## src/rtl/gpio_shr_driver.sv

```systemverilog
// gpio_shr_driver: shifts a WIDTH-bit frame into a 74HC595-style chain, then latches.
// Optional SHR_CTRL_OE_BLANK_EN: chain outputs blanked (OE_N=1) while a frame updates.
module gpio_shr_driver #(
  parameter int WIDTH     = 34,
  parameter int DIV       = 4,
  parameter bit MSB_FIRST = 1'b1
) (
  input  logic             CLOCK_50,
  input  logic             RESET_N,
  input  logic [WIDTH-1:0] DATA_IN,
  input  logic             DATA_VALID,
  output logic             DATA_READY,
  output logic             BUSY,
  output logic             SHR_SCLK,
  output logic             SHR_SDATA,
  output logic             SHR_LATCH,
  output logic             SHR_OE_N
);

  localparam int BW = $clog2(WIDTH + 1);
  localparam int PW = $clog2(DIV) + 1;
  localparam logic [BW-1:0] BIT_LOAD = BW'(WIDTH);
  localparam logic [BW-1:0] BIT_ONE  = BW'(1);
  localparam logic [PW-1:0] PH_LAST  = PW'(DIV - 1);
  localparam logic [PW-1:0] PH_ONE   = PW'(1);
`ifdef SHR_CTRL_OE_BLANK_EN
  localparam bit OE_BLANK = 1'b1;
`else
  localparam bit OE_BLANK = 1'b0;
`endif

  typedef enum logic [1:0] {
    IDLE,
    SHIFT,
    LATCH
  } state_t;

  state_t           state, state_d;
  logic [WIDTH-1:0] shreg, shreg_d;
  logic [BW-1:0]    bit_cnt, bit_cnt_d;
  logic [PW-1:0]    phase, phase_d;
  logic             sclk, sclk_d;
  logic             oe_n, oe_n_d;
  logic             ph_end;

  assign ph_end = (phase == PH_LAST);

  always_ff @(posedge CLOCK_50 or negedge RESET_N) begin
    if (!RESET_N) begin
      state   <= IDLE;
      shreg   <= '0;
      bit_cnt <= '0;
      phase   <= '0;
      sclk    <= 1'b0;
      oe_n    <= 1'b1;
    end else begin
      state   <= state_d;
      shreg   <= shreg_d;
      bit_cnt <= bit_cnt_d;
      phase   <= phase_d;
      sclk    <= sclk_d;
      oe_n    <= oe_n_d;
    end
  end

  always_comb begin
    state_d   = state;
    shreg_d   = shreg;
    bit_cnt_d = bit_cnt;
    phase_d   = phase;
    sclk_d    = sclk;
    oe_n_d    = oe_n;
    unique case (state)
      IDLE: begin
        if (DATA_VALID) begin
          state_d   = SHIFT;
          shreg_d   = DATA_IN;
          bit_cnt_d = BIT_LOAD;
          phase_d   = '0;
          sclk_d    = 1'b0;
          if (OE_BLANK) oe_n_d = 1'b1;
        end
      end
      SHIFT: begin
        if (!ph_end) begin
          phase_d = phase + PH_ONE;
        end else begin
          phase_d = '0;
          if (!sclk) begin
            sclk_d = 1'b1;
          end else begin
            sclk_d    = 1'b0;
            bit_cnt_d = bit_cnt - BIT_ONE;
            // last bit stays at the head so SDATA holds it through LATCH
            if (bit_cnt == BIT_ONE)
              state_d = LATCH;
            else
              shreg_d = MSB_FIRST ? (shreg << 1) : (shreg >> 1);
          end
        end
      end
      LATCH: begin
        if (!ph_end) begin
          phase_d = phase + PH_ONE;
        end else begin
          phase_d = '0;
          state_d = IDLE;
          oe_n_d  = 1'b0;
        end
      end
      default: state_d = IDLE;
    endcase
  end

  assign DATA_READY = (state == IDLE);
  assign BUSY       = ~DATA_READY;
  assign SHR_SCLK   = sclk;
  assign SHR_SDATA  = MSB_FIRST ? shreg[WIDTH-1] : shreg[0];
  assign SHR_LATCH  = (state == LATCH);
  assign SHR_OE_N   = oe_n;

endmodule

```

## config.mk

```make
export PLATFORM = sky130hd
export DESIGN_NAME = gpio_shr_driver
export DESIGN_NICKNAME = d
export VERILOG_FILES = /design/src/rtl/gpio_shr_driver.sv
export SDC_FILE = /design/constraint.sdc
export NUM_CORES = 1
export LEC_CHECK = 0
export ABC_CLOCK_PERIOD_IN_PS = 2440
export CAP_MARGIN = 20
export CORE_MARGIN = 10
export CORE_UTILIZATION = 45
export DETAILED_ROUTE_END_ITERATION = 8
export GPL_TIMING_DRIVEN = 1
export PLACE_DENSITY = 0.69
export SETUP_SLACK_MARGIN = 0.5
export SLEW_MARGIN = 20
export SYNTH_ARGS = -nofsm -noshare
export SYNTH_HDL_FRONTEND = slang
export SYNTH_SLANG_ARGS = --single-unit
```

## constraint.sdc

```tcl
create_clock -name CLOCK_50 -period 2.44 [get_ports CLOCK_50]
set_clock_uncertainty 0.15 [all_clocks]
set_input_delay 0.366 -clock CLOCK_50 [delete_from_list [all_inputs] [get_ports CLOCK_50]]
set_output_delay 0.366 -clock CLOCK_50 [all_outputs]
set_load 0.02 [all_outputs]
```

After elaboration in Yosys (flattened, before gate mapping)
Cells that the tools add are included. W data, S select, Z words.

Register bits after elaboration: 47. Bits of input ports: 37. Word-level logic and storage cells: 51.

Add/subtract/negate cells: 2. Equality and inequality tests: 10. Multiplexer cells: 22. Bitwise logic cells: 1. Reduce and logical (&&, ||, !) cells: 10.

Operator list (count): $mux W34 (4); $pmux W34 S2 (1); $mux W6 (3); $pmux W6 S2 (1); $mux W2 (5); $ne A2 B2 Y1 const B (5); $reduce_and A5 Y1 (2); $eq A6 B1 Y1 const B (1); $mux W3 (2); $pmux W2 S3 (1); $pmux W3 S2 (1); $sub A6 B1 Y6 const B (1); $reduce_and A2 Y1 (2); $reduce_and A4 Y1 (1); $reduce_bool A2 Y1 (2); $add A3 B1 Y3 const B (1); $eq A3 B2 Y1 const B (1); $mux W1 (3); $reduce_and A3 Y1 (1); $eq A2 B1 Y1 const B (1); $eq A2 B2 Y1 const B (1); $logic_not A2 Y1 (1); $ne A2 B1 Y1 const B (1); $pmux W1 S2 (1); other kinds (2) (2).

Logic depth before layout (Yosys ltp)
Word-level depth: 5. Depth in mapped cells: 8. Gate-level depth less buffers: 6.

Worst setup path after synthesis
Ideal clock, no wire load.

Kind: register to register. Start point: register state[0]. End point: register shreg[10]. Setup time: 0.125 ns. Arrival time: 1.975 ns. Slack: 0.190 ns. Cell stages (with the launch flop): 8. Period minus slack after synthesis: 2.250 ns. Cell sequence: dfrtp_1 > inv_1 > ha_1 > mux2i_1 > a21o_2 > o21ai_4 > buf_6 > mux2_2.

Longest elaborated chain between the ends: 3. Elaborated cells on any way between the ends: 9. Classes of those cells: 5 x eq/ne; 1 x mux; 3 x reduce/logical.

RTL lines: start: declaration (line 38) `state_t state, state_d;`; start signal: assignment (line 57) `state <= state_d;`; $logic_not A2 Y1 (*); named net DATA_READY (line 12) `output logic DATA_READY,`; $ne A2 B2 Y1 (no line) or $reduce_bool A2 Y1 (tied branches); $reduce_and A5 Y1 (no line); end signal: assignment (line 58) `shreg <= shreg_d;`; end: declaration (line 39) `logic [WIDTH-1:0] shreg, shreg_d;`.

The timed path passes the listed nets; every way through them passes the cells marked *. A chain may end at the register's enable or synchronous reset.

Worst setup path in the final report
Start point: register state[1]. End point: register shreg[24].

Longest elaborated chain between the ends: 3. Elaborated cells on any way between the ends: 9. Classes of those cells: 5 x eq/ne; 1 x mux; 3 x reduce/logical.

RTL lines: $eq A2 B1 Y1 or $logic_not A2 Y1 (tied branches) (line 73) `unique case (state)`; $ne A2 B2 Y1 (no line) or $reduce_bool A2 Y1 (tied branches); $reduce_and A5 Y1 (no line).

Parallel ways exist; a longest one is shown, timed or not.

==> report_table.html <==
<table>
<tr><th>Metric</th><th>Value</th></tr>
<tr><th colspan="2">GRT</th></tr>
<tr><td>Number of global-route vias before repair</td><td>about 1800</td></tr>
<tr><td>Congestion Overflow GR</td><td>0</td></tr>
<tr><td>Wire length of the first global-routing pass</td><td>about 8.8 mm</td></tr>
<tr><td>Global routing usage on met1</td><td>between 15 and 20%</td></tr>
<tr><td>Met2 Track Usage GR</td><td>between 10% and 20%</td></tr>
<tr><td>Busiest layer in global routing</td><td>met2</td></tr>
<tr><td>Largest net degree at the start of global routing</td><td>30</td></tr>
<tr><td>Global-route total usage across every layer</td><td>approximately 13%</td></tr>
<tr><td>Antenna violations before repair</td><td>0</td></tr>
<tr><td>Fraction of met3 tracks used by global routing</td><td>under 10%</td></tr>
<tr><th colspan="2">Clock network</th></tr>
<tr><td>CTS clock-pin slew for the worst setup and hold paths</td><td>~0.09 ns</td></tr>
<tr><td>Number of levels in the clock H-tree</td><td>2</td></tr>
<tr><td>TritonCTS clock tree</td><td>yes</td></tr>
<tr><td>Root Driver</td><td>sky130_fd_sc_hd__clkbuf_8</td></tr>
<tr><td>Clock net sink count</td><td>47</td></tr>
<tr><td>Number of buffers inserted during clock tree synthesis</td><td>5</td></tr>
<tr><td>Clk Latency, worst-skew pair</td><td>about 0.31 ns</td></tr>
<tr><td>Max Root-Sink Buffers</td><td>2</td></tr>
<tr><th colspan="2">Route</th></tr>
<tr><td>Avg Vias per Cell</td><td>5.21</td></tr>
<tr><td>Routed WL</td><td>between 5 and 6 mm</td></tr>
<tr><td>Number of design-rule violations left by the first detailed-router iteration</td><td>37</td></tr>
<tr><td>Number of nets still failing antenna checks after routing</td><td>0</td></tr>
<tr><td>Routed via count</td><td>~1700</td></tr>
<tr><td>Average detailed-routed wire length per instance</td><td>between 15 and 20 um</td></tr>
<tr><td>Drt drc</td><td>0</td></tr>
<tr><td>Detailed-router iteration count before antenna repair</td><td>4</td></tr>
<tr><th colspan="2">Logic synthesis</th></tr>
<tr><td>Yosys warns</td><td>0</td></tr>
<tr><td>Synthesized net count</td><td>231</td></tr>
<tr><td>Fraction of post-synthesis cell area in the top cell type by area</td><td>a little under half</td></tr>
<tr><td>Biggest area consumer among synthesized cells</td><td>sky130_fd_sc_hd__dfrtp_1</td></tr>
<tr><td>Post-Syn Instances</td><td>188</td></tr>
<tr><td>Average instance area after synthesis</td><td>about 13 um^2</td></tr>
<tr><td>Async SR Flop Fraction</td><td>100%</td></tr>
<tr><td>Most used standard cell by instance count after synthesis</td><td>sky130_fd_sc_hd__mux2_2</td></tr>
<tr><td>Most frequent cells after synthesis</td><td>64 x sky130_fd_sc_hd__mux2_2, 46 x sky130_fd_sc_hd__dfrtp_1, 8 x sky130_fd_sc_hd__o21ai_0</td></tr>
<tr><td>Most used flip-flop cell after synthesis</td><td>sky130_fd_sc_hd__dfrtp_1</td></tr>
<tr><td>Yosys cell types</td><td>34</td></tr>
<tr><td>Post-synthesis instance area</td><td>0.00243 mm^2</td></tr>
<tr><td>Fraction of the yosys area taken by sequential cells</td><td>48.5%</td></tr>
<tr><td>Synthesis-stage register bit count</td><td>between 40 and 50</td></tr>
<tr><td>Top cells by area, synth</td><td>sky130_fd_sc_hd__dfrtp_1 47%, sky130_fd_sc_hd__mux2_2 30%, sky130_fd_sc_hd__ha_1 3.1%, sky130_fd_sc_hd__o21ai_0 1.6%, sky130_fd_sc_hd__buf_6 1.4%</td></tr>
<tr><td>Post-synth EDFFs</td><td>0</td></tr>
<tr><th colspan="2">Run</th></tr>
<tr><td>Number of violations of the max-capacitance limit</td><td>0</td></tr>
<tr><th colspan="2">Place</th></tr>
<tr><td>Place WS</td><td>between 0.1 and 0.15 ns</td></tr>
<tr><td>Area of placed instances</td><td>between 0.002 and 0.003 mm^2</td></tr>
<tr><td>Total of buffers placed on input and output ports</td><td>42</td></tr>
<tr><td>Post-DP HPWL</td><td>3.28 mm</td></tr>
<tr><td>Final Wtd Congestion</td><td>around 0.75</td></tr>
<tr><td>Number of placed instances, taps included</td><td>297</td></tr>
<tr><th colspan="2">Power</th></tr>
<tr><td>Sw Pwr</td><td>slightly above 300 uW</td></tr>
<tr><td>Static power due to leakage</td><td>around 1.6 nW</td></tr>
<tr><td>Net switching fraction of the power</td><td>22.1%</td></tr>
<tr><td>Cell Pwr Density</td><td>between 400 and 500 mW/mm^2</td></tr>
<tr><td>Sequential power share</td><td>between 50% and 60%</td></tr>
<tr><td>Gate power share</td><td>approximately 5.5%</td></tr>
<tr><td>Clk pwr share</td><td>38.8%</td></tr>
<tr><td>IR Drop Worst-Case VDD</td><td>~0.00032 V</td></tr>
<tr><td>Total internal power</td><td>~1.1 mW</td></tr>
<tr><th colspan="2">Timing</th></tr>
<tr><td>Maximum operating frequency</td><td>approximately 0.47 GHz</td></tr>
<tr><td>Time the final worst path needs with I/O delays and setup</td><td>about 2.1 ns</td></tr>
<tr><td>Total Negative Setup Slacks</td><td>0 ns</td></tr>
<tr><td>Worst slew margin relative to its limit</td><td>approximately 58%</td></tr>
<tr><td>Number of pins with negative max-slew slack in the final report</td><td>0</td></tr>
<tr><td>Final setup violating endpoints</td><td>0</td></tr>
<tr><td>Final clock period utilization by the worst path</td><td>between 80% and 90%</td></tr>
<tr><td>Final hold violation count</td><td>0</td></tr>
<tr><td>Unrepaired setup endpoints after global routing</td><td>yes</td></tr>
<tr><td>Setup slack after layout</td><td>0.325 ns</td></tr>
<tr><td>Measured slew at the worst slew-check pin</td><td>between 0.6 and 0.7 ns</td></tr>
<tr><th colspan="2">Worst hold path</th></tr>
<tr><td>Path type of the worst min-delay path</td><td>reg -&gt; reg</td></tr>
<tr><td>Launch point of the worst hold path</td><td>SHR_OE_N</td></tr>
<tr><td>Hold Path Depth</td><td>1</td></tr>
<tr><td>Worst Hold Endpoint</td><td>SHR_OE_N</td></tr>
<tr><th colspan="2">Cells and area</th></tr>
<tr><td>Final instance area</td><td>approximately 0.0034 mm^2</td></tr>
<tr><td>Relative area change from synthesis to final layout</td><td>39.0%</td></tr>
<tr><td>Number of inserted diodes</td><td>0</td></tr>
<tr><td>Finished Layout Cells</td><td>318</td></tr>
<tr><td>Number of nets in the final layout</td><td>between 200 and 300</td></tr>
<tr><td>Layout cell share with drive strength beyond 1</td><td>a little under half</td></tr>
<tr><th colspan="2">Setup path</th></tr>
<tr><td>Critical path startpoint category</td><td>flip-flop</td></tr>
<tr><td>Crit Reg-Reg Endpoint</td><td>shreg[24]</td></tr>
<tr><td>Cell with the largest stage delay on the worst path</td><td>sky130_fd_sc_hd__dfrtp_1</td></tr>
<tr><td>Sequence of cells on the critical path</td><td>inv_2 -&gt; ha_4 -&gt; mux2i_4 -&gt; a21o_4 -&gt; o21ai_4 -&gt; buf_6 -&gt; clkbuf_16 -&gt; mux2_2</td></tr>
<tr><td>Critical path class</td><td>reg -&gt; reg</td></tr>
<tr><td>Worst Reg2Reg Path Length in Cells</td><td>8</td></tr>
<tr><td>Register-to-register path setup slack</td><td>about 0.32 ns</td></tr>
<tr><td>Start point of the critical path</td><td>state[1]</td></tr>
<tr><td>Startpoint of the worst-slack reg-to-reg timing path</td><td>state[1]</td></tr>
<tr><td>Type of destination of the critical path</td><td>flip-flop</td></tr>
<tr><td>Highest net fanout along the worst path</td><td>4</td></tr>
<tr><td>Arr. time, crit path</td><td>approximately 2.2 ns</td></tr>
<tr><td>Largest stage delay on the critical path</td><td>between 0.3 and 0.4 ns</td></tr>
<tr><td>Critical path data required time</td><td>2.49 ns</td></tr>
<tr><th colspan="2">Die</th></tr>
<tr><td>Core Rows</td><td>26</td></tr>
<tr><td>Placeable core region</td><td>~0.0052 mm^2</td></tr>
<tr><td>Initial core utilization</td><td>roughly 47%</td></tr>
<tr><td>Die footprint</td><td>0.00873 mm^2</td></tr>
<tr><td>Die Span X</td><td>between 90 and 100 um</td></tr>
<tr><td>Die outline height</td><td>around 93 um</td></tr>
<tr><td>Number of I/O pins</td><td>between 40 and 50</td></tr>
<tr><th colspan="2">Status</th></tr>
<tr><td>Status</td><td>completed</td></tr>
</table>
critical path, delay by kind of cell (launching register included):
kind / cells / cell delay (ns)
AO/OA/AOI/OAI: 2 / 0.41
flip-flops: 1 / 0.38
adder cells (fa/ha/maj): 1 / 0.18
buffers and inverters: 3 / 0.38
multiplexers: 2 / 0.51
flip-flops by register name, summed over array words and instances (netlist names):
signal	flops
SHR_OE_N	1
bit_cnt	6
shreg	34
SHR_SCLK	1
phase	3
state	2
cell usage in the layout (no fill, tap or decap), types with 2 or more instances in the layout:
cell,count
sky130_fd_sc_hd__o21ai_0,8
sky130_fd_sc_hd__nor2_1,5
sky130_fd_sc_hd__ha_4,2
sky130_fd_sc_hd__buf_16,2
sky130_fd_sc_hd__nand3_1,2
sky130_fd_sc_hd__buf_12,2
sky130_fd_sc_hd__dfrtp_1,46
sky130_fd_sc_hd__nor2b_1,2
sky130_fd_sc_hd__ha_1,3
sky130_fd_sc_hd__mux2_2,38
sky130_fd_sc_hd__or2_2,2
sky130_fd_sc_hd__mux2_4,28
sky130_fd_sc_hd__a21oi_1,3
sky130_fd_sc_hd__inv_1,5
sky130_fd_sc_hd__clkbuf_16,2
sky130_fd_sc_hd__clkdlybuf4s50_1,37
sky130_fd_sc_hd__clkbuf_2,2
sky130_fd_sc_hd__xnor2_1,3
sky130_fd_sc_hd__buf_4,10
sky130_fd_sc_hd__clkbuf_8,7
sky130_fd_sc_hd__inv_2,2
sky130_fd_sc_hd__nand2b_1,2
sky130_fd_sc_hd__nand2_1,6
through the flow:
step,power [mW],hold slack (ns),util (%)
6_report,1.40,0.331,65.2
5_1_grt,1.44,0.338,65.2
4_1_cts,1.40,0.333,62.6
3_5_place_dp,0.871,0.284,57.2
3_3_place_gp,0.872,0.278,57.2
2_1_floorplan,0.795,-0.0796,-
how the worst max path moves through the flow:
stage	end	slack, ns	cells past startpoint
final	shreg[24]	0.32	8
after global placement	shreg[12]	0.17	6
after global routing	shreg[24]	0.27	8
after floorplan	shreg[10]	0.43	7
after CTS	shreg[23]	0.38	8
after detailed placement	shreg[23]	0.14	6
cells by family after synthesis:
group,after synthesis,share of synthesized area [%]
DFF,47,48.5
muxes,68,31.8
xor gates and xnor gates,3,1.08
and+or+nand+nor,26,5.67
adders and majority gates,6,3.09
buffers and inverters,15,3.35
AOI/OAI and AO/OA,23,6.55
metal layers:
| layer | vias up | routed length [um] |
|---|---|---|
| met2 | 31 | 2740 |
| met5 | - | 0 |
| met4 | 0 | 114 |
| met1 | 827 | 2430 |
| li1 | 790 | - |
| met3 | 10 | 263 |
final cells by class:
cell class	count	area (um^2)
clock buffers	7	96.3
clock inverters	1	7.51
fillers	399	1800
inverters	7	26.3
multi-input cells	126	1330
flip-flops and latches	47	1180
well taps	70	87.6
repair buffers	60	646
power by group through the flow:
stage / registers (mW) / clock network [mW] / logic, mW
after floorplan: 0.794 / 0 / 0.000719
after global placement: 0.794 / 0 / 0.0780
after detailed placement: 0.794 / 0 / 0.0777
after CTS: 0.778 / 0.540 / 0.0792
after global routing: 0.778 / 0.575 / 0.0845
final: 0.778 / 0.543 / 0.0770
what timing repair did:
item	in CTS	in global routing
endpoints found under the setup margin	37	42
pin swaps	0	1
gates cloned	2	2
hold buffers	1	0
hold endpoints to repair	26	0
gates resized for setup	17	31
buffers inserted	8	0
(Power assumes the default switching activity.)
